**config.mk**
```make
export PLATFORM = sky130hd
export DESIGN_NAME = spi_slave
export DESIGN_NICKNAME = d
export VERILOG_FILES = /design/src/rtl/spi_pkg.sv /design/src/rtl/spi_tx_serializer.sv /design/src/rtl/spi_slave.sv
export SDC_FILE = /design/constraint.sdc
export NUM_CORES = 1
export LEC_CHECK = 0
export BUFFER_PORTS_ARGS = -buffer_cell sky130_fd_sc_hd__clkbuf_2
export CAP_MARGIN = 20
export CELL_PAD_IN_SITES_DETAIL_PLACEMENT = 1
export CELL_PAD_IN_SITES_GLOBAL_PLACEMENT = 1
export CORE_MARGIN = 1.5
export CORE_UTILIZATION = 45
export DETAILED_ROUTE_END_ITERATION = 12
export GPL_TIMING_DRIVEN = 0
export MAX_ROUTING_LAYER = met4
export PLACE_DENSITY_LB_ADDON = 0.3
export SLEW_MARGIN = 30
export SYNTH_ARGS = -nofsm -noshare
export SYNTH_HDL_FRONTEND = slang
export SYNTH_HIERARCHICAL = 1
export SYNTH_SLANG_ARGS = --single-unit
```
**constraint.sdc**
```tcl
create_clock -name clk -period 2.9 [get_ports clk]
set_input_delay 0.29 -clock clk [delete_from_list [all_inputs] [get_ports clk]]
set_output_delay 0.29 -clock clk [all_outputs]
set_load 0.01 [all_outputs]
```
**src/rtl/spi_pkg.sv**
```systemverilog
// ---------------------------------------------------------------------------
// spi_pkg
// Shared types and sizes for the SPI slave (spi_slave, spi_tx_serializer).
//   state_t   : protocol FSM states
//   RX_W      : width of the parallel word sent to the RAM ({cmd[1:0], byte})
//   TX_W      : width of the read byte returned by the RAM
//   CNT_W     : width of the receive bit counter (counts 0..RX_W-1)
//   TX_CNT_W  : width of the transmit bit counter (counts 0..TX_W-1)
// ---------------------------------------------------------------------------
package spi_pkg;

   localparam int RX_W     = 10;
   localparam int TX_W     = 8;
   localparam int CNT_W    = 4;
   localparam int TX_CNT_W = 3;

   localparam logic [CNT_W-1:0]    RX_LAST_BIT = CNT_W'(RX_W - 1);
   localparam logic [TX_CNT_W-1:0] TX_LAST_BIT = TX_CNT_W'(TX_W - 1);

   typedef enum logic [2:0] {
      IDLE      = 3'd0,
      CHK_CMD   = 3'd1,
      WRITE     = 3'd2,
      READ_ADD  = 3'd3,
      READ_DATA = 3'd4
   } state_t;

endpackage

```
**src/rtl/spi_tx_serializer.sv**
```systemverilog
// ---------------------------------------------------------------------------
// spi_tx_serializer
// Captures the RAM read byte and shifts it out MSB first, one bit per clock.
// The output is forced low whenever no byte is being shifted.
// Ports:
//   clk      in   bit clock, rising edge
//   rst_n    in   asynchronous active-low reset (clears the captured byte)
//   i_load   in   capture i_data this cycle and start shifting
//   i_abort  in   stop shifting immediately (frame ended)
//   i_data   in   [TX_W-1:0] byte to serialize
//   o_miso   out  serial bit, 0 when idle
//   o_busy   out  high while bits are being presented on o_miso
// ---------------------------------------------------------------------------
module spi_tx_serializer
   import spi_pkg::*;
(
   input  logic            clk,
   input  logic            rst_n,
   input  logic            i_load,
   input  logic            i_abort,
   input  logic [TX_W-1:0] i_data,
   output logic            o_miso,
   output logic            o_busy
);

   logic [TX_W-1:0]     r_shift;
   logic [TX_CNT_W-1:0] r_cnt;
   logic                r_busy;

   always_ff @(posedge clk or negedge rst_n) begin
      if (!rst_n) begin
         r_shift <= '0;
         r_cnt   <= '0;
         r_busy  <= 1'b0;
      end else if (i_abort) begin
         r_cnt   <= '0;
         r_busy  <= 1'b0;
      end else if (i_load) begin
         r_shift <= i_data;
         r_cnt   <= '0;
         r_busy  <= 1'b1;
      end else if (r_busy) begin
         // bit 7 is shown in the cycle after the load; each edge moves on
         // by one bit, and the edge after bit 0 has been shown ends the byte
         r_shift <= {r_shift[TX_W-2:0], 1'b0};
         r_cnt   <= r_cnt + 1'b1;
         if (r_cnt == TX_LAST_BIT) begin
            r_busy <= 1'b0;
         end
      end
   end

   assign o_miso = r_busy & r_shift[TX_W-1];
   assign o_busy = r_busy;

endmodule

```
**src/rtl/spi_slave.sv**
```systemverilog
// ---------------------------------------------------------------------------
// spi_slave
// SPI slave front end for a single-port RAM. A frame (SS_n low) carries a
// select bit followed by a 10-bit word {cmd[1:0], addr/data[7:0]}, MSB first.
// The word is presented on rx_data with a one-cycle rx_valid strobe. For a
// read-data frame the byte returned by the RAM (tx_valid/tx_data) is shifted
// back on MISO, MSB first.
//
// Handshake: rx_valid is a one-cycle strobe with no back-pressure; rx_data
// holds until the next completed word. tx_valid is a one-cycle strobe that
// is accepted only while a read-data frame is waiting for its byte; at any
// other time it is ignored.
//
// Build option SPI_RD_ORDER_EN:
//   defined   - a select bit of 1 alternates between READ_ADD and READ_DATA
//               using the internal rd_addr_done flag.
//   undefined - no rd_addr_done; select bit 1 always enters READ_DATA, and the
//               byte is returned only when the received command is 2'b11.
//
// Ports:
//   clk          in   bit clock, rising edge
//   rst_n        in   asynchronous active-low reset
//   SS_n         in   slave select, active low
//   MOSI         in   serial data in
//   MISO         out  serial data out, 0 when not serializing
//   rx_data      out  [9:0] received word to the RAM
//   rx_valid     out  one-cycle strobe, rx_data valid
//   tx_data      in   [7:0] read byte from the RAM
//   tx_valid     in   tx_data valid strobe
//   o_dbg_state  out  current FSM state (debug observation)
// ---------------------------------------------------------------------------
module spi_slave
   import spi_pkg::*;
(
   input  logic            clk,
   input  logic            rst_n,
   input  logic            SS_n,
   input  logic            MOSI,
   output logic            MISO,
   output logic [RX_W-1:0] rx_data,
   output logic            rx_valid,
   input  logic [TX_W-1:0] tx_data,
   input  logic            tx_valid,
   output state_t          o_dbg_state
);

   state_t           r_state;
   state_t           w_next_state;
   logic             r_armed;      // SS_n seen high since reset
   logic [CNT_W-1:0] r_cnt;
   logic [RX_W-2:0]  r_shift;      // first nine bits of the word in flight
   logic [RX_W-1:0]  r_rx_data;
   logic             r_rx_valid;
   logic             r_rx_done;    // all ten bits of this frame received
   logic             r_tx_loaded;  // this frame's read byte already taken
   logic             w_shift_en;
   logic             w_tx_load;
   logic             w_cmd_ok;
   logic             w_tx_busy;
`ifdef SPI_RD_ORDER_EN
   logic             r_rd_addr_done;
`endif

`ifdef SPI_RD_ORDER_EN
   assign w_cmd_ok = 1'b1;
`else
   assign w_cmd_ok = (r_rx_data[RX_W-1:RX_W-2] == 2'b11);
`endif

   // state register
   always_ff @(posedge clk or negedge rst_n) begin
      if (!rst_n) begin
         r_state <= IDLE;
      end else begin
         r_state <= w_next_state;
      end
   end

   // next state and per-cycle controls
   always_comb begin
      w_next_state = r_state;
      w_shift_en   = 1'b0;
      w_tx_load    = 1'b0;
      if (SS_n) begin
         w_next_state = IDLE;
      end else begin
         case (r_state)
            IDLE: begin
               // after reset a frame only starts once SS_n has been high
               if (r_armed) w_next_state = CHK_CMD;
            end
            CHK_CMD: begin
               if (!MOSI) begin
                  w_next_state = WRITE;
               end else begin
`ifdef SPI_RD_ORDER_EN
                  w_next_state = r_rd_addr_done ? READ_DATA : READ_ADD;
`else
                  w_next_state = READ_DATA;
`endif
               end
            end
            WRITE, READ_ADD: begin
               w_shift_en = !r_rx_done;
            end
            READ_DATA: begin
               w_shift_en = !r_rx_done;
               w_tx_load  = r_rx_done && !r_tx_loaded && !w_tx_busy &&
                            tx_valid && w_cmd_ok;
            end
            default: w_next_state = IDLE;
         endcase
      end
   end

   // receive datapath
   always_ff @(posedge clk or negedge rst_n) begin
      if (!rst_n) begin
         r_armed     <= 1'b0;
         r_cnt       <= '0;
         r_shift     <= '0;
         r_rx_data   <= '0;
         r_rx_valid  <= 1'b0;
         r_rx_done   <= 1'b0;
         r_tx_loaded <= 1'b0;
`ifdef SPI_RD_ORDER_EN
         r_rd_addr_done <= 1'b0;
`endif
      end else begin
         r_rx_valid <= 1'b0;
         if (SS_n) begin
            // frame over or aborted: drop any partial word
            r_armed     <= 1'b1;
            r_cnt       <= '0;
            r_rx_done   <= 1'b0;
            r_tx_loaded <= 1'b0;
         end else begin
            if (w_shift_en) begin
               if (r_cnt == RX_LAST_BIT) begin
                  // rx_data only changes on a complete word
                  r_rx_data  <= {r_shift, MOSI};
                  r_rx_valid <= 1'b1;
                  r_rx_done  <= 1'b1;
                  r_cnt      <= '0;
`ifdef SPI_RD_ORDER_EN
                  if (r_state == READ_ADD) begin
                     r_rd_addr_done <= 1'b1;
                  end else if (r_state == READ_DATA) begin
                     r_rd_addr_done <= 1'b0;
                  end
`endif
               end else begin
                  r_shift <= {r_shift[RX_W-3:0], MOSI};
                  r_cnt   <= r_cnt + 1'b1;
               end
            end
            if (w_tx_load) begin
               r_tx_loaded <= 1'b1;
            end
         end
      end
   end

   spi_tx_serializer u_tx (
      .clk     (clk),
      .rst_n   (rst_n),
      .i_load  (w_tx_load),
      .i_abort (SS_n),
      .i_data  (tx_data),
      .o_miso  (MISO),
      .o_busy  (w_tx_busy)
   );

   assign rx_data     = r_rx_data;
   assign rx_valid    = r_rx_valid;
   assign o_dbg_state = r_state;

endmodule

```
# Word-level counts from Yosys, hierarchy flattened

Cells that the tools add are included.

Bits in latches: 0
Bits of input ports: 13
Bits in read-only memories: 0
Output and inout bits: 15
Bits in writable memories: 0
Flip-flop bits (word level): 42
Memories kept: 0

Order comparisons: 0
Mux-type cells: 28
Bitwise logic cells: 3
Div/mod/pow operators: 0
Shifts and indexed selects: 0
Reductions and logical operators: 19
Eq/ne operators: 9
Multiply operators: 0
Add/sub/neg operators: 2

Operators with widths:

| operator                                                                 | count |
|---|---|
| 3-bit 2-to-1 mux                                                         | 6 |
| 1-bit 2-to-1 mux                                                         | 16 |
| 8-bit 2-to-1 mux                                                         | 2 |
| 4-bit 2-to-1 mux                                                         | 3 |
| 3-bit one-hot mux with 3 select lines                                    | 1 |
| 2-bit nonzero test                                                       | 4 |
| 3-bit by 2-bit == test with 1-bit output (second input constant)         | 2 |
| 3-bit == test (second input constant)                                    | 2 |
| 2-bit AND reduction                                                      | 3 |
| 3-bit AND reduction                                                      | 2 |
| 4-bit by 1-bit adder with 4-bit output (second input constant)           | 1 |
| 4-bit == test (second input constant)                                    | 1 |
| 1-bit logical AND                                                        | 4 |
| 3-bit by 1-bit adder with 3-bit output (second input constant)           | 1 |
| 3-bit by 1-bit == test with 1-bit output (second input constant)         | 1 |
| 1-bit logical NOT                                                        | 3 |
| 3-bit logical NOT                                                        | 1 |
| 3-bit inequality test (second input constant)                            | 1 |
| 3-bit nonzero test                                                       | 1 |
| 3-bit OR reduction                                                       | 1 |
| 2-bit == test (second input constant)                                    | 1 |
| 2-bit by 1-bit inequality test with 1-bit output (second input constant) | 1 |
| 1-bit inverter                                                           | 2 |
| 1-bit bitwise AND                                                        | 1 |

# Depth between registers and ports, before layout

Gate-level depths: netlist of run 1.

Depth in word-level cells: 9
Gate-level depth with buffers: 7

# Modules after synthesis

The synthesis of run 1 kept the hierarchy.

By module, submodules not included:

| module            | area each (um2) | instances | sequential area each (um2) | cells an instance |
|---|---|---|---|---|
| spi_slave         | 1366.3          | 1         | 750.7                      | 103 |
| spi_tx_serializer | 620.6           | 1         | 300.3                      | 64 |

# Worst setup path after synthesis of run 1

Ideal clock, no wire load.

Path type: register to register
Start: register r_state[1], in the netlist o_dbg_state[1]
End: register, netlist name r_shift[0]
Arrival time: 1.963 ns
Stages on the path, launching flop included: 5
Setup slack: 0.812 ns
Data required time: 2.775 ns
Period minus slack after synthesis: 2.088 ns
Buffers on the path: 1
Cells stage by stage: dfrtp_1 -> or3b_1 -> buf_6 -> a2111oi_4 -> mux2_2

RTL lines:

| item                     | line            | RTL |
|---|---|---|
| start: declaration       | spi_slave.sv:47 | `state_t r_state;` |
| start signal: assignment | spi_slave.sv:75 | `r_state <= w_next_state;` |

==> key figures, run 1 <==
Clocking
  – Insertion delay to the later sink of the worst-skew pair: ~0.29 ns
  – CTS tree: done
  – Buffer count from post-CTS setup fixing: 0
  – Worst-path clk slew: around 0.08 ns
  – Maximum count of clock buffers along a single path: 2
  – Post-cts repair resize count: 0
  – # H-tree levels: 2
  – Number of clock buffers inserted by TritonCTS: 5
  – CTS Root Buffer Type: sky130_fd_sc_hd__clkbuf_8
  – Hold-fix buffers, CTS: 0
  – Clock tree sinks: 42

Cells and area
  – Util after Layout: 0.5570
  – Number of nets at the end of the flow: 217
  – Area growth from synthesis to layout: 15.37%
  – Most frequent cells in the layout: sky130_fd_sc_hd__dfrtp_1 (42), sky130_fd_sc_hd__nor3_1 (27), sky130_fd_sc_hd__clkbuf_2 (25)
  – Fraction of layout instances using a drive strength above 1: 0.3333
  – Commonest non-fill, non-tap cell in the layout: sky130_fd_sc_hd__dfrtp_1
  – Antenna diodes: 0

Routing
  – Vias: 1444
  – DRC violation total after the first TritonRoute iteration: 57
  – Vias per Instance: 5.753
  – DRC violation count after routing: 0
  – Number of iterations in the first detailed-routing pass: 3
  – Final ANT Viol Nets: 0
  – Post-Route WL: between 4 and 5 mm
  – Wire per inst: around 18 microns

Power and ir drop
  – Flop pwr share: 0.538
  – Net switching power: 315.9 uW
  – Combinational power share: 0.112
  – Leakage component of the power: roughly 0.0011 uW
  – Clk network pwr share: 0.350
  – Worst supply voltage drop on vdd: just under 0.4 mV
  – Pwr Density: roughly 560 nW/um^2
  – Internal Power: approximately 980 uW
  – Switching share of power: 0.2446

Critical path
  – Reg-to-reg setup timing slack: roughly 0.56 ns
  – Peak fanout along the critical path: 10
  – Critical Path Slowest Stage Cell: sky130_fd_sc_hd__a2111oi_4
  – CP endpoint kind: register
  – Reg-to-reg startpoint: o_dbg_state[1]
  – Crit path largest cell delay: about 0.74 ns
  – Crit path launch type: register
  – Cells along the critical path: or3b_1, buf_6, a2111oi_4, mux2_2
  – FF-to-FF path depth: 4
  – Crit Reg-Reg Endpoint: r_shift[7]
  – Crit Path Category: register to register
  – Data required, critical path: ~3 ns
  – Data arrival time at the worst-slack endpoint: about 2.5 ns

Floorplan
  – Number of rows in the core area: 23
  – Die area: 4823 sq um
  – # IOs: 28
  – Initial cell density of the core: 0.4828
  – Core outline area: roughly 4100 sq um
  – Width of the die: between 60 and 70 microns
  – Chip height: just under 70 microns

Logic synthesis
  – Synthesized area: approximately 2000 sq um
  – Leading cell types by total area after synthesis: sky130_fd_sc_hd__dfrtp_1 (53%), sky130_fd_sc_hd__mux2_2 (11%), sky130_fd_sc_hd__nor3_1 (6.8%), sky130_fd_sc_hd__ha_1 (2.5%), sky130_fd_sc_hd__o22ai_1 (2.2%)
  – Register bit count reported by yosys: between 40 and 50
  – Number of warning messages in the yosys log: 6
  – Most area-hungry cell type in the Yosys netlist: sky130_fd_sc_hd__dfrtp_1
  – Synthesized instance count: ~170
  – Count of cell types in the netlist: between 40 and 50
  – Syn avg cell area: 11.90 sq um
  – Area share of the largest cell type after synthesis: 0.5290
  – Post-synthesis net count: 184
  – Proportion of synthesized chip area in sequential cells: 0.5290

STA
  – Unrepaired setup endpoints after global routing: no
  – Clk_skew: 0.006676 ns
  – Total negative setup slack: 0 ns
  – Final critical-path required period: approximately 2.3 ns
  – Transition at the pin with the smallest max-transition slack: about 0.75 ns
  – Final setup violation count: 0
  – Worst rel slew slack: 0.4967
  – Hold Worst Slack: 0.009949 ns
  – Final Hold Vio Count: 0
  – Fmax achieved: roughly 430 MHz
  – Final Slew Violations: 0
  – Part of the cycle the worst path needs: 0.8061
  – Final WS setup: roughly 0.56 ns

Placement
  – IO buf count: 26
  – Final weighted congestion in routability-driven placement: around 0.73
  – Worst Setup Slack post-DPL: approximately 0.56 ns
  – HPWL reported at the end of detailed placement: 3.307 mm

Run status
  – Run status: finished clean

Global routing
  – Largest net degree at the start of global routing: 43
  – Residual overflow from global routing: 0
  – Initial antenna violation count: 0
  – Number of global-route vias before repair: roughly 1700
  – Global-route wire length before repair: a little over 8 mm
  – GRT Util Overall: 0.2224

Run
  – Count of max-cap constraint violations: 0

Worst hold path
  – Path category of the worst min-delay check: input pin to async pin
## metrics by stage
step,power [uW],cell area [sq um],instances
after floorplan,786.8,1987,167
after global placement,833.7,2180,243
after detailed placement,853.6,2182,243
after CTS,1310,2292,251
after global routing,1357,2292,251
final,1292,2292,251
## flip-flops by register name, summed over array words and instances, names as in the netlist
register	count
u_tx/r_shift	8
r_tx_loaded	1
u_tx/r_cnt	3
r_shift	9
rx_valid	1
r_cnt	4
u_tx/o_busy	1
o_dbg_state	3
rx_data	10
r_armed	1
r_rx_done	1
## Yosys cell counts
cell type                    n
sky130_fd_sc_hd__nand3b_1    1
sky130_fd_sc_hd__or4b_2      1
sky130_fd_sc_hd__ha_1        4
sky130_fd_sc_hd__a211o_1     1
sky130_fd_sc_hd__or3b_1      1
sky130_fd_sc_hd__a211oi_1    3
sky130_fd_sc_hd__nor4_1      1
sky130_fd_sc_hd__nor3_1     27
sky130_fd_sc_hd__or4_1       1
sky130_fd_sc_hd__and3b_1     1
sky130_fd_sc_hd__nor3_2      1
sky130_fd_sc_hd__mux2i_1     3
sky130_fd_sc_hd__nand2_1     2
sky130_fd_sc_hd__o22ai_1     7
sky130_fd_sc_hd__xnor2_1     1
sky130_fd_sc_hd__a2111oi_4   1
sky130_fd_sc_hd__and2_1      1
sky130_fd_sc_hd__nand2b_1    2
sky130_fd_sc_hd__nor2b_1     1
sky130_fd_sc_hd__o21ba_2     1
sky130_fd_sc_hd__a311o_1     1
sky130_fd_sc_hd__a2111oi_0   1
sky130_fd_sc_hd__o211ai_1    2
sky130_fd_sc_hd__nand2b_2    1
sky130_fd_sc_hd__a2111oi_2   1
sky130_fd_sc_hd__a2111o_1    2
sky130_fd_sc_hd__a21oi_1     6
sky130_fd_sc_hd__buf_2       1
sky130_fd_sc_hd__inv_1       8
sky130_fd_sc_hd__buf_4       3
sky130_fd_sc_hd__mux2_2     20
sky130_fd_sc_hd__or2_2       1
sky130_fd_sc_hd__nand4b_1    2
sky130_fd_sc_hd__buf_6       3
sky130_fd_sc_hd__or3_1       1
sky130_fd_sc_hd__nor3b_1     1
sky130_fd_sc_hd__clkbuf_1    4
sky130_fd_sc_hd__o21ai_0     2
sky130_fd_sc_hd__and2b_1     1
sky130_fd_sc_hd__dfrtp_1    42
sky130_fd_sc_hd__nor2_1      3
## logic make-up (layout without fill, tap and decap cells)
logic type | after synthesis | after routing | share of synthesized area
buf+inv | 19 | 53 | 0.05352
fa+ha+maj | 4 | 4 | 0.02519
simple gates | 50 | 50 | 0.1467
xor+xnor | 1 | 1 | 0.004409
flops | 42 | 42 | 0.5290
compound gates | 28 | 28 | 0.1127
mux | 23 | 23 | 0.1285
## power by group through the flow
stage | Sequential, uW | Combinational [uW] | Clock, uW
floorplan | 688 | 98.6 | 0
global placement | 699 | 135 | 0
detailed placement | 707 | 146 | 0
CTS | 696 | 148 | 466
finish | 694 | 145 | 453
global route | 706 | 162 | 490
## metal layers
| layer | global-route usage | routed length, microns |
|---|---|---|
| met5 | - | 0 |
| met4 | 0.08715 | 90 |
| met3 | 0.04070 | 142 |
| met2 | 0.3750 | 2432 |
| met1 | 0.2648 | 1947 |
## final cells by class
cell class                      count  area (sq um)
Clock inverter                      2         37.54
Buffer                             11         76.32
Timing Repair Buffer               26         132.6
Clock buffer                        6         72.57
Sequential cell                    42          1051
Fill cell                         449          1823
Tap cell                           50         62.56
Inverter                            8         30.03
Multi-Input combinational cell    106         829.5
## worst max path at each step
stage | slack [ns] | to | cells after the start | startpoint
4_1_cts | 0.55 | r_shift[7] | 4 | o_dbg_state[1]
3_3_place_gp | 0.64 | r_shift[8] | 4 | o_dbg_state[1]
3_5_place_dp | 0.56 | r_shift[5] | 4 | o_dbg_state[1]
5_1_grt | 0.44 | u_tx/r_shift[0] | 7 | r_rx_done
6_report | 0.56 | r_shift[7] | 4 | o_dbg_state[1]
2_1_floorplan | 0.81 | r_shift[0] | 4 | o_dbg_state[1]
## worst max-delay path: cells and delay by family (launching register included)
kind	cells	cell delay, ns
simple gates	1	0.43
buf+inv	1	0.15
flops	1	0.49
compound gates	1	0.74
mux	1	0.42
Power figures use the tool's default switching activity.
==> run 2: changes to the inputs <==
--- a/config.mk
+++ b/config.mk
@@ -5,12 +5,13 @@
 export SDC_FILE = /design/constraint.sdc
 export NUM_CORES = 1
 export LEC_CHECK = 0
+export ABC_AREA = 1
 export BUFFER_PORTS_ARGS = -buffer_cell sky130_fd_sc_hd__clkbuf_2
 export CAP_MARGIN = 20
 export CELL_PAD_IN_SITES_DETAIL_PLACEMENT = 1
 export CELL_PAD_IN_SITES_GLOBAL_PLACEMENT = 1
 export CORE_MARGIN = 1.5
-export CORE_UTILIZATION = 45
+export CORE_UTILIZATION = 38
 export DETAILED_ROUTE_END_ITERATION = 12
 export GPL_TIMING_DRIVEN = 0
 export MAX_ROUTING_LAYER = met4
==> constraint.sdc (replaced) <==
create_clock -name clk -period 1.9 [get_ports clk]
set_input_delay 0.19 -clock clk [delete_from_list [all_inputs] [get_ports clk]]
set_output_delay 0.19 -clock clk [all_outputs]
set_load 0.01 [all_outputs]
==> key figures, run 2 <==
Floorplan
  – Chip height: 75.24 microns
  – # IOs: 28
  – Width of the die: ~75 microns
  – Number of rows in the core area: 26
  – Initial cell density of the core: 0.3908
  – Core outline area: 5075 sq um
  – Die area: between 5000 and 6000 sq um

Clocking
  – Worst-path clk slew: around 0.080 ns
  – Clock tree sinks: 42
  – CTS tree: done
  – Number of clock buffers inserted by TritonCTS: 5
  – CTS Root Buffer Type: sky130_fd_sc_hd__clkbuf_8
  – # H-tree levels: 2
  – Maximum count of clock buffers along a single path: 2
  – Insertion delay to the later sink of the worst-skew pair: slightly below 0.3 ns
  – Buffer count from post-CTS setup fixing: 0

Logic synthesis
  – Synthesized area: just under 2000 sq um
  – Arithmetic-cell share of the synthesized area counting full adders, half adders and majority gates: 0.02524
  – Register bit count reported by yosys: 42
  – Combinational family with the most area after synthesis: simple AND/OR/NAND/NOR gates
  – Post-synthesis mux area share: 0
  – Basic-gate share of the synthesized area counting and, or, nand and nor cells: 0.3401
  – Most area-hungry cell type in the Yosys netlist: sky130_fd_sc_hd__dfrtp_1
  – Post-synth ARST share: 1.000
  – Leading cell types by total area after synthesis: sky130_fd_sc_hd__dfrtp_1 (53%), sky130_fd_sc_hd__nand2_1 (19%), sky130_fd_sc_hd__nand3_1 (5.8%), sky130_fd_sc_hd__ha_1 (2.5%), sky130_fd_sc_hd__inv_1 (2.3%)
  – Synthesized instance count: around 230
  – Top cell types by occurrence after synthesis: sky130_fd_sc_hd__nand2_1 (100), sky130_fd_sc_hd__dfrtp_1 (42), sky130_fd_sc_hd__nand3_1 (23)
  – Number of warning messages in the yosys log: 6
  – Most used standard cell by instance count after synthesis: sky130_fd_sc_hd__nand2_1
  – Synthesized-area fraction occupied by ao, oa, aoi and oai cells: 0.04795
  – Post-synthesis net count: ~250
  – Proportion of synthesized chip area in sequential cells: 0.5300
  – Number of enable flip-flop cells after synthesis: 0
  – Count of cell types in the netlist: 27
  – Area share of the largest cell type after synthesis: 0.5300
  – Most used DFF post-synth: sky130_fd_sc_hd__dfrtp_1
  – Syn avg cell area: 8.660 sq um
  – Parity-gate share of the synthesized area counting xor and xnor cells: 0.004416

Cells and area
  – Area growth from synthesis to layout: 17.41%
  – Antenna diodes: 0
  – Max FFs per register: 10
  – Commonest non-fill, non-tap cell in the layout: sky130_fd_sc_hd__nand2_1
  – Sequential standard cell area: about 1100 sq um
  – Fill cell total of the finished layout: between 600 and 700
  – Multi-input gate area: roughly 830 sq um
  – Final instance count without filler cells: 335
  – Final std cell area, no fill: about 2300 sq um
  – Fraction of layout instances using a drive strength above 1: 0.2302
  – Most frequent cells in the layout: sky130_fd_sc_hd__nand2_1 (100), sky130_fd_sc_hd__dfrtp_1 (42), sky130_fd_sc_hd__clkbuf_2 (26)
  – Number of nets at the end of the flow: 281

Power and ir drop
  – Combinational power share: 0.096
  – Pwr Density: roughly 820 nW/um^2
  – Flop pwr share: 0.534
  – Power after layout: 1917 uW
  – Net switching power: roughly 500 uW
  – Leakage component of the power: 0.001288 uW
  – Clk network pwr share: 0.369
  – Switching share of power: 0.2598
  – Worst supply voltage drop on vdd: ~0.39 mV
  – Internal Power: between 1000 and 1500 uW

Placement
  – Count of placed standard cells including taps: roughly 330
  – Final weighted congestion in routability-driven placement: around 0.75
  – IO buf count: 27
  – Area post-placement: about 2200 sq um
  – HPWL reported at the end of detailed placement: approximately 3.1 mm

Routing
  – Wire per inst: 13.25 microns
  – Final ANT Viol Nets: 0
  – Vias: about 1600
  – Vias per Instance: between 4 and 5
  – Number of iterations in the first detailed-routing pass: 4
  – Post-Route WL: roughly 4.4 mm
  – DRC violation total after the first TritonRoute iteration: between 100 and 150
  – DRC violation count after routing: 0

Global routing
  – Residual overflow from global routing: 0
  – Initial antenna violation count: 0
  – Largest net degree at the start of global routing: 43
  – GRT Util Overall: 0.1867
  – Global-route wire length before repair: about 7.7 mm
  – Number of global-route vias before repair: between 1500 and 2000

STA
  – Final critical-path required period: between 1.5 and 2 ns
  – Transition at the pin with the smallest max-transition slack: 0.5849 ns
  – Hold Worst Slack: approximately 0.13 ns
  – Part of the cycle the worst path needs: 0.8470
  – Fmax achieved: slightly above 600 MHz
  – Final setup violation count: 0
  – Final Slew Violations: 0
  – Final Hold Vio Count: 0
  – Unrepaired setup endpoints after global routing: no
  – Total negative setup slack: 0 ns
  – Clk_skew: roughly 0.0041 ns
  – Worst rel slew slack: 0.6101

Worst hold path
  – Path category of the worst min-delay check: input pin to register
  – Hold Crit Start: tx_data[0]

Critical path
  – Startpoint of the most critical setup path: o_dbg_state[1]
  – Reg-to-reg startpoint: o_dbg_state[1]
  – CP endpoint kind: register
  – Peak fanout along the critical path: 8
  – Crit Path Category: register to register
  – Crit path launch type: register
  – Data arrival time at the worst-slack endpoint: 1.84 ns
  – Reg-to-reg setup timing slack: 0.29 ns
  – Data required, critical path: 2.13 ns

Run status
  – Run status: finished clean

Run
  – Count of max-cap constraint violations: 0
## run 2: cell types whose count changed after synthesis, sizes merged, moves of 5 or more
| cell | change |
|---|---|
| nand2 | +98 |
| nor3 | -26 |
| nand3 | +25 |
| mux2 | -20 |
| nor2 | +11 |
| inv | +7 |
| o21ai | +6 |
| nand4 | +5 |
| o22ai | -5 |
## run 2: worst max-delay path: stages (launching register included)
cell and delay, ns:
sky130_fd_sc_hd__dfrtp_1 0.45, sky130_fd_sc_hd__nor2_2 0.17, sky130_fd_sc_hd__nand4_1 0.12, sky130_fd_sc_hd__nor2_1 0.24, sky130_fd_sc_hd__nor2_1 0.18, sky130_fd_sc_hd__nor2_4 0.23
sky130_fd_sc_hd__nand2_1 0.08, sky130_fd_sc_hd__nand2_1 0.07
## run 2: through the flow
| step | util | setup slack (ns) |
|---|---|---|
| global placement | 0.4347 | 0.1661 |
| CTS | 0.4588 | 0.1724 |
| floorplan | - | 0.4147 |
| global route | 0.4588 | 0.1261 |
| finish | 0.4588 | 0.2906 |
| detailed placement | 0.4352 | 0.1597 |
## run 2: cells by family after synthesis
family / count (synthesis)
compound gates: 13
xor+xnor: 1
fa+ha+maj: 4
buf+inv: 21
flops: 42
simple gates: 148
## run 2: area by class of cell
type | instances | area share
Sequential cell | 42 | 0.4514
Multi-Input combinational cell | 166 | 0.3557
Timing Repair Buffer | 28 | 0.06341
Tap cell | 70 | 0.03761
Clock buffer | 6 | 0.03117
Inverter | 16 | 0.02579
Buffer | 5 | 0.01881
Clock inverter | 2 | 0.01612
## run 2: final timing paths
path,end,cells after the start
max in group asynchronous,r_shift[4],2
max,u_tx/r_shift[6],7
min reg2reg,rx_data[5],2
min in group asynchronous,u_tx/r_cnt[1],2
min,u_tx/r_shift[0],3
max reg2reg,u_tx/r_shift[6],7
## run 2: repair_timing
item | 4_1_cts | 5_1_grt
hold buffers | 1 | 0
endpoints found under the setup margin | 0 | 3
endpoints found under the hold margin | 42 | 0
gates resized for setup | 0 | 1
## run 2: power by group through the flow
stage | Sequential, uW | Combinational, uW | Clock [uW]
finish | 1020 | 185 | 708
global route | 1030 | 215 | 756
CTS | 1020 | 189 | 733
detailed placement | 1040 | 185 | 0
global placement | 1030 | 177 | 0
floorplan | 1020 | 120 | 0
## run 2: routing by layer
layer	global-route usage	wire [microns]	vias up
met3	0.03748	153	5
met5	-	0	-
li1	-	-	798
met4	0.04762	51	0
met2	0.3166	2211	26
met1	0.2289	2022	792
==> run 3: changes to the inputs <==
--- a/config.mk
+++ b/config.mk
@@ -11,7 +11,7 @@
 export CELL_PAD_IN_SITES_DETAIL_PLACEMENT = 1
 export CELL_PAD_IN_SITES_GLOBAL_PLACEMENT = 1
 export CORE_MARGIN = 1.5
-export CORE_UTILIZATION = 38
+export CORE_UTILIZATION = 42
 export DETAILED_ROUTE_END_ITERATION = 12
 export GPL_TIMING_DRIVEN = 0
 export MAX_ROUTING_LAYER = met4
==> constraint.sdc (replaced) <==
create_clock -name clk -period 1.6 [get_ports clk]
set_input_delay 0.16 -clock clk [delete_from_list [all_inputs] [get_ports clk]]
set_output_delay 0.16 -clock clk [all_outputs]
set_load 0.01 [all_outputs]
==> key figures, run 3 (synthesis gave the netlist of run 2 again) <==
Cells and area
  – Final instance count without filler cells: between 300 and 400
  – Antenna diodes: 0
  – Area growth from synthesis to layout: 20.06%
  – Most frequent cells in the layout: sky130_fd_sc_hd__nand2_1 (100), sky130_fd_sc_hd__dfrtp_1 (39), sky130_fd_sc_hd__clkbuf_2 (26)
  – Max FFs per register: 10
  – Util after Layout: 0.5358
  – Final std cell area, no fill: between 2000 and 2500 sq um
  – Number of nets at the end of the flow: 287
  – Fraction of layout instances using a drive strength above 1: 0.2768
  – Commonest non-fill, non-tap cell in the layout: sky130_fd_sc_hd__nand2_1

Placement
  – IO buf count: 27
  – HPWL reported at the end of detailed placement: ~3.2 mm
  – Area post-placement: 2186 sq um
  – Count of placed standard cells including taps: approximately 300
  – Final weighted congestion in routability-driven placement: between 0.7 and 0.8

Clocking
  – Worst-path clk slew: 0.08 ns
  – Clock tree sinks: 42
  – CTS Root Buffer Type: sky130_fd_sc_hd__clkbuf_8
  – Insertion delay to the later sink of the worst-skew pair: about 0.3 ns
  – CTS tree: done
  – # H-tree levels: 2
  – Maximum count of clock buffers along a single path: 2
  – Number of clock buffers inserted by TritonCTS: 5

STA
  – Part of the cycle the worst path needs: 0.9599
  – Final critical-path required period: roughly 1.5 ns
  – Final Slew Violations: 0
  – Fmax achieved: approximately 650 MHz
  – Hold Worst Slack: around 0.11 ns
  – Final Hold Vio Count: 0
  – Worst rel slew slack: 0.6132
  – Transition at the pin with the smallest max-transition slack: 0.5802 ns
  – Clk_skew: 0.003866 ns
  – Final setup violation count: 0
  – Unrepaired setup endpoints after global routing: yes

Critical path
  – Data arrival time at the worst-slack endpoint: around 1.8 ns
  – CP endpoint kind: register
  – Crit path launch type: register
  – Data required, critical path: 1.84 ns
  – Crit Path Category: register to register
  – Peak fanout along the critical path: 8

Routing
  – DRC violation total after the first TritonRoute iteration: ~80
  – Final ANT Viol Nets: 0
  – Vias per Instance: 5.155
  – Vias: 1665
  – DRC violation count after routing: 4
  – Post-Route WL: roughly 4.6 mm
  – Number of iterations in the first detailed-routing pass: 8
  – Wire per inst: roughly 14 microns

Floorplan
  – Die area: 5143 sq um
  – # IOs: 28
  – Initial cell density of the core: 0.4462
  – Chip height: 71.72 microns
  – Width of the die: around 70 microns
  – Core outline area: around 4400 sq um
  – Number of rows in the core area: 24

Power and ir drop
  – Clk network pwr share: 0.371
  – Leakage component of the power: roughly 0.0013 uW
  – Pwr Density: ~960 nW/um^2
  – Flop pwr share: 0.528
  – Combinational power share: 0.101
  – Internal Power: around 1700 uW
  – Worst supply voltage drop on vdd: between 0.4 and 0.5 mV
  – Net switching power: between 500 and 600 uW
  – Switching share of power: 0.2612
  – Power after layout: 2292 uW

Global routing
  – Number of global-route vias before repair: about 1700
  – Residual overflow from global routing: 0
  – Largest net degree at the start of global routing: 43
  – GRT Util Overall: 0.1986
  – Global-route wire length before repair: approximately 7.9 mm
  – Initial antenna violation count: 0

Worst hold path
  – Path category of the worst min-delay check: input pin to register

Run
  – Count of max-cap constraint violations: 0

Run status
  – Failing checks: DRC
  – Run status: finished, violations left
run 3: changes by cell type in the layout (fill, tap and decap cells not counted):
cell                         delta
sky130_fd_sc_hd__buf_4          +5
sky130_fd_sc_hd__dfrtp_1        -3
sky130_fd_sc_hd__dfrtp_2        +3
sky130_fd_sc_hd__nor2_1         -3
sky130_fd_sc_hd__nor2_4         +3
sky130_fd_sc_hd__buf_2          +1
sky130_fd_sc_hd__clkbuf_1       -1
sky130_fd_sc_hd__clkinvlp_4     +1
sky130_fd_sc_hd__inv_1          -1
sky130_fd_sc_hd__inv_4          +1
run 3: final cells by class:
cell class / instances / area, sq um
Multi-Input combinational cell: 166 / 850.8
Timing Repair Buffer: 34 / 190.2
Fill cell: 552 / 2063
Inverter: 16 / 62.56
Clock inverter: 3 / 45.04
Sequential cell: 42 / 1055
Clock buffer: 5 / 68.82
Tap cell: 52 / 65.06
Buffer: 5 / 43.79
run 3: power groups by stage:
stage               Clock (uW)  Combinational, uW  Sequential [uW]
detailed placement           0                221             1230
global route               909                268             1220
CTS                        872                225             1210
finish                     851                231             1210
global placement             0                210             1230
floorplan                    0                142             1210
run 3: what timing repair did:
item | CTS | global route
pin swaps | 0 | 10
endpoints found under the setup margin | 11 | 19
hold buffers | 1 | 0
gates resized for setup | 2 | 10
cloned | 0 | 1
hold endpoints to repair | 42 | 0
buffers inserted | 0 | 5
run 3: final timing paths:
path / startpoint / endpoint / slack (ns) / cells after the start
max in group asynchronous: rst_n / u_tx/o_busy / 0.76 / 2
worst min register to register: rx_data[3] / rx_data[3] / 0.47 / 2
worst max-delay path: o_dbg_state[1] / u_tx/r_shift[6] / 0.06 / 7
min in group asynchronous: rst_n / rx_data[0] / 0.42 / 2
worst min-delay path: tx_data[0] / u_tx/r_shift[0] / 0.11 / 3
worst max register to register: o_dbg_state[1] / u_tx/r_shift[6] / 0.06 / 7
run 3: critical path: stages, from the launching register on:
cell and delay, ns:
sky130_fd_sc_hd__dfrtp_2 0.46, sky130_fd_sc_hd__nor2_4 0.11, sky130_fd_sc_hd__nand4_1 0.17, sky130_fd_sc_hd__nor2_4 0.27, sky130_fd_sc_hd__nor2_4 0.09, sky130_fd_sc_hd__nor2_4 0.21, sky130_fd_sc_hd__nand2_1 0.09, sky130_fd_sc_hd__nand2_1 0.07
run 3: stage by stage:
step                setup WS [ns]  TNS [ns]
floorplan                  0.1147         0
global placement         -0.09598   -0.5683
detailed placement        -0.1938    -1.327
CTS                     0.0005337         0
global route             -0.05800   -0.3603
finish                    0.06411         0
run 3: metal layers:
metal  part of all wire  track usage  vias to the layer above  wire [microns]
li1                   -            -                      814               -
met1               0.45       0.2555                      815            2086
met2               0.50       0.3282                       28            2322
met3              0.027      0.02954                        8             124
met4              0.015      0.05660                        0              68
met5                  0            -                        -               0
